### config.mk
export PLATFORM = sky130hd
export DESIGN_NAME = alu_exec_unit
export DESIGN_NICKNAME = d
export VERILOG_FILES = /design/src/rtl/alu_exec_unit.sv
export SDC_FILE = /design/constraint.sdc
export NUM_CORES = 1
export LEC_CHECK = 0
export ABC_CLOCK_PERIOD_IN_PS = 3400
export BUFFER_PORTS_ARGS = -buffer_cell sky130_fd_sc_hd__buf_2
export CORE_MARGIN = 4
export CORE_UTILIZATION = 50
export CTS_BUF_LIST = sky130_fd_sc_hd__clkbuf_8
export DETAILED_ROUTE_END_ITERATION = 10
export PLACE_DENSITY_LB_ADDON = 0.2
export SLEW_MARGIN = 10
export SYNTH_ARGS = -nofsm -noshare
export SYNTH_HDL_FRONTEND = slang
export SYNTH_SLANG_ARGS = --single-unit
### constraint.sdc
create_clock -name clock -period 3.4 [get_ports clock]
set_input_delay 0.34 -clock clock [delete_from_list [all_inputs] [get_ports clock]]
set_output_delay 0.34 -clock clock [all_outputs]
set_load 0.02 [all_outputs]
### src/rtl/alu_exec_unit.sv
// alu_exec_unit: execute stage of a single-cycle MIPS datapath.
//   - ALU-control decode: funct (inst) + ALUop -> 4-bit operation code
//   - W-bit ALU with zero (zr) and signed-overflow (ovf) flags
//   - branch-target adder: result = proxEnd + desl
// All datapath outputs are combinational, so beq resolves in the same cycle.
// A capture register (aluOut_q/zr_q/ovf_q) holds the last ALU result and flags
// for debug and monitoring.
//
// Ports:
//   clock, reset_n          clock; async active-low reset (capture register only)
//   inst[5:0], ALUop[1:0]   funct field and operation class from main control
//   dadosLe1, muxOut        ALU operands A and B
//   proxEnd, desl           PC+4 and the shifted sign-extended offset
//   controlOut              decoded ALU operation code
//   aluOut, zr, ovf         combinational ALU result and flags
//   result                  branch target
//   aluOut_q, zr_q, ovf_q   registered copies of aluOut, zr and ovf
module alu_exec_unit #(
  parameter int W = 32
) (
  input  logic         clock,
  input  logic         reset_n,
  input  logic [5:0]   inst,
  input  logic [1:0]   ALUop,
  input  logic [W-1:0] dadosLe1,
  input  logic [W-1:0] muxOut,
  input  logic [W-1:0] proxEnd,
  input  logic [W-1:0] desl,
  output logic [3:0]   controlOut,
  output logic [W-1:0] aluOut,
  output logic         zr,
  output logic         ovf,
  output logic [W-1:0] result,
  output logic [W-1:0] aluOut_q,
  output logic         zr_q,
  output logic         ovf_q
);

  localparam logic [3:0] OP_AND = 4'b0000;
  localparam logic [3:0] OP_OR  = 4'b0001;
  localparam logic [3:0] OP_ADD = 4'b0010;
  localparam logic [3:0] OP_SUB = 4'b0110;
  localparam logic [3:0] OP_SLT = 4'b0111;
  localparam logic [3:0] OP_NOR = 4'b1100;
  localparam logic [3:0] OP_INV = 4'b1111;

  // ALU-control decode
  always_comb begin
    controlOut = OP_ADD;
    case (ALUop)
      2'b00: controlOut = OP_ADD;   // load/store address
      2'b01: controlOut = OP_SUB;   // beq compare
      2'b10: begin
        case (inst)
          6'b100000: controlOut = OP_ADD;
          6'b100010: controlOut = OP_SUB;
          6'b100100: controlOut = OP_AND;
          6'b100101: controlOut = OP_OR;
          6'b101010: controlOut = OP_SLT;
          6'b100111: controlOut = OP_NOR;
          default:   controlOut = OP_INV;
        endcase
      end
      default: controlOut = OP_ADD;
    endcase
  end

  // ALU datapath
  logic [W-1:0] sum, diff;
  logic         slt;
  logic         a_s, b_s;

  assign sum  = dadosLe1 + muxOut;
  assign diff = dadosLe1 - muxOut;
  // Direct signed compare: stays correct when A-B would overflow.
  assign slt  = $signed(dadosLe1) < $signed(muxOut);
  assign a_s  = dadosLe1[W-1];
  assign b_s  = muxOut[W-1];

  always_comb begin
    aluOut = '0;
    ovf    = 1'b0;
    case (controlOut)
      OP_AND: aluOut = dadosLe1 & muxOut;
      OP_OR:  aluOut = dadosLe1 | muxOut;
      OP_ADD: begin
        aluOut = sum;
        ovf    = (a_s == b_s) && (sum[W-1] != a_s);
      end
      OP_SUB: begin
        aluOut = diff;
        ovf    = (a_s != b_s) && (diff[W-1] != a_s);
      end
      OP_SLT: aluOut = {{(W-1){1'b0}}, slt};
      OP_NOR: aluOut = ~(dadosLe1 | muxOut);
      default: begin
        aluOut = '0;
        ovf    = 1'b0;
      end
    endcase
  end

  assign zr = (aluOut == '0);

  // Branch-target adder; carry-out intentionally dropped.
  assign result = proxEnd + desl;

  // Debug capture register
  logic [W-1:0] alu_d;
  logic         zr_d, ovf_d;

  assign alu_d = aluOut;
  assign zr_d  = zr;
  assign ovf_d = ovf;

  always_ff @(posedge clock or negedge reset_n) begin
    if (!reset_n) begin
      aluOut_q <= '0;
      zr_q     <= 1'b0;
      ovf_q    <= 1'b0;
    end else begin
      aluOut_q <= alu_d;
      zr_q     <= zr_d;
      ovf_q    <= ovf_d;
    end
  end

endmodule

==> key figures <==
Run status
  – Status: finished, violations left
  – Failing checks: setup timing

Timing
  – Tmin final: between 4 and 5 ns
  – Slew headroom: between 30% and 40%
  – Unrepaired setup endpoints after global routing: yes
  – Final Cycle Share: 128%
  – Slew @ Worst Pin: 0.908 ns
  – Max-slew violation count: 0
  – Final WS setup: -0.969 ns
  – F_max: between 200 and 250 MHz
  – Final Hold Viols: 0
  – Setup Viol. Count Final: 21
  – TNS Setup: -5.55 ns

Route
  – Top Metal Used: met4
  – Metal1 wirelength: approximately 15000 um
  – Routed WL: around 42000 um
  – Initial drt markers: 1740
  – Vias: between 10000 and 15000
  – Vias/cell: ~6.4
  – Wire length on met2: between 15000 and 20000 um
  – Pre-Repair DR Iteration Count: 6
  – DRC: 0
  – Met3 WL: about 5200 um
  – ANT nets after route: 0
  – Wire per inst: 21.1 um

Power and ir drop
  – Leakage power: 7.02 nW
  – VDD IR max: 0.269 mV
  – P per Cell Area: between 200 and 300 nW/um^2

Clocking
  – Clock transition at path regs: approximately 0.09 ns
  – Root Buffer Master: clkbuf_8
  – CTS tree: yes
  – CTS max path bufs: 2
  – H-tree depth: 2
  – Clock tree sinks: 34
  – CTS buffer count: 5

Logic synthesis
  – Asr flop ratio synth: between 90% and 100%
  – Largest family of logic cells by synthesized area: compound AO/OA/AOI/OAI gates
  – Cells after synthesis: 1175
  – Synth cell types: 79
  – Synth Area in Compound Gates: between 30% and 40%
  – XOR/XNOR share of the synthesized area: around 3.4%
  – Simple-gate share of the synthesized area: 22.7%
  – Adder-cell share of the synthesized area: approximately a fifth
  – Synthesized net count: between 1000 and 1500
  – Share of the yosys chip area belonging to registers: approximately a tenth
  – Seq cells post-synth: 34
  – Multiplexer share of the synthesized area: less than 1%
  – Area of the mapped netlist: around 8400 um^2
  – Number of synthesized flops with an enable pin: 0
  – Top_reg_cell synth: dfrtp_1
  – Syn avg cell area: ~7.2 um^2
  – YS warnings: 0

Place
  – Placed wire-length estimate: 29500 um
  – Placer Congestion: 1.08
  – Placed Instances: a little under 2000
  – Buffers on Ports: between 200 and 250

Final layout
  – Area growth syn-to-layout: 66.3%
  – Non-filler cells in the finished layout: slightly below 2000
  – Layout cells sized above 1: ~46%
  – N_diodes: 0
  – Final layout net count: around 2000

Critical path
  – Setup crit start kind: primary input
  – Critical Path Max Stage Delay: 0.69 ns
  – Max FO, Critical Path: 2
  – Critical path's slowest cell: a221oi_2
  – Family with the most delay on the worst path: simple AND/OR/NAND/NOR gates
  – CP arrival: around 4.0 ns
  – Worst EP required: slightly above 3 ns
  – WP buf/inv: 4
  – Kind of critical path: primary input to output pin
  – Worst Setup End Kind: output pin
  – CP Cell Sequence: buf_8 -> buf_12 -> ha_4 -> inv_1 -> fa_2 -> nor2b_2 -> o21ai_0 -> nand2b_1 -> a221oi_2 -> o31ai_2 -> or4_4 -> nor4_4 -> nand4b_1 -> nor4_2 -> nand4_1 -> nor2_4 -> buf_6

Floorplan
  – Die ar.: ~19000 um^2
  – Initial Utilization: 50.9%
  – Row count: between 40 and 50
  – Core area: around 17000 um^2
  – I/O pin cnt: about 240
  – Die width: 138 um
  – Die Span Y: roughly 140 um

Run
  – Max-Cap Viols: 0

Global routing
  – Vias in the first global route: 12000
  – Gr ovfl total: 0
  – First-pass GRT wire length: between 50000 and 60000 um
  – Initial antenna violation count: 0
  – Total Routing Usage GR: about two fifths
  – Largest net degree at the start of global routing: 35

Min path
  – Worst hold path class: primary input to async pin
## how the worst max path moves through the flow
stage	startpoint	endpoint	cells after the start
after floorplan	muxOut[2]	zr	14
after global placement	dadosLe1[0]	zr	16
after detailed placement	dadosLe1[0]	zr	16
after CTS	ALUop[1]	zr	15
after global routing	dadosLe1[0]	zr	17
final	dadosLe1[0]	zr	17
## per-stage QoR
step                      hold WS, ns  cell area, um^2  power [mW]  utilization, %  worst slack (ns)
after floorplan                0.0444             8490        1.92               -            -0.151
after global placement          0.466            12300        3.05            74.7            -0.594
after detailed placement        0.477            12300        3.10            74.7            -0.811
after CTS                       0.154            13400        3.73            81.0            -0.463
after global routing            0.196            14000        4.26            84.6             -1.11
final                           0.153            14000        4.07            84.6            -0.969
## state kept, by name, summed over array words and instances, names as in the netlist
signal,cells
zr_q,1
aluOut_q,32
ovf_q,1
## cells in the final DEF (no fill, tap or decap), types with 16 or more instances in the layout
cell	netlist	layout
a21o_1	33	32
nand3_1	29	24
buf_2	3	218
o21bai_1	17	16
a21oi_1	92	79
ha_4	0	16
inv_1	119	104
nor2_1	109	103
a221oi_1	31	23
o211ai_1	18	18
dfrtp_1	34	34
buf_6	0	41
xnor2_1	28	28
nand2_1	73	73
o21ai_0	58	44
ha_1	130	110
buf_4	0	358
nor3_1	42	32
## power breakdown
| part | internal, mW | switching, mW | leakage [nW] |
|---|---|---|---|
| logic | 1.37 | 1.79 | 6.54 |
| clock network | 0.235 | 0.175 | 0.0573 |
| registers | 0.478 | 0.0243 | 0.420 |
## timing repair
| item | in CTS | in global routing |
|---|---|---|
| endpoints found under the setup margin | 23 | 28 |
| pin swaps | 55 | 57 |
| setup buffers | 35 | 22 |
| hold buffers | 0 | 0 |
| resized for setup | 154 | 110 |
## cell usage after synthesis (all sizes together) (18+ instances only)
cell / instances / area [um^2]
nand3: 29 / 145
nor4: 18 / 113
a221oi: 31 / 272
nand2: 73 / 274
nor2: 110 / 415
ha: 130 / 1630
clkbuf: 41 / 154
dfrtp: 34 / 851
o21ai: 58 / 290
xnor2: 28 / 245
o211ai: 18 / 135
inv: 119 / 447
nor3: 42 / 210
a21o: 33 / 248
a21oi: 92 / 460
## routing by layer
| metal | global-route usage [%] | up-vias |
|---|---|---|
| li1 | - | 5535 |
| met5 | 0 | - |
| met1 | 47.7 | 5751 |
| met3 | 8.33 | 338 |
| met4 | 21.3 | 0 |
| met2 | 63.7 | 1089 |
## cell families (layout without fill, tap and decap cells)
logic type	Yosys count	count (layout)
adder cells (fa/ha/maj)	133	133
buffers and inverters	172	751
multiplexers	8	8
AO/OA/AOI/OAI	413	413
XOR/XNOR	33	33
AND/OR/NAND/NOR	382	382
flip-flops	34	34
## cell type report
class / count / area [um^2]
Fill cell: 997 / 2550
Tap cell: 220 / 275
Inverter: 120 / 460
Clock buffer: 6 / 82.6
Clock inverter: 1 / 30.0
Sequential cell: 34 / 851
Multi-Input combinational cell: 969 / 7910
Timing Repair Buffer: 624 / 4370
Power figures use the tool's default switching activity.
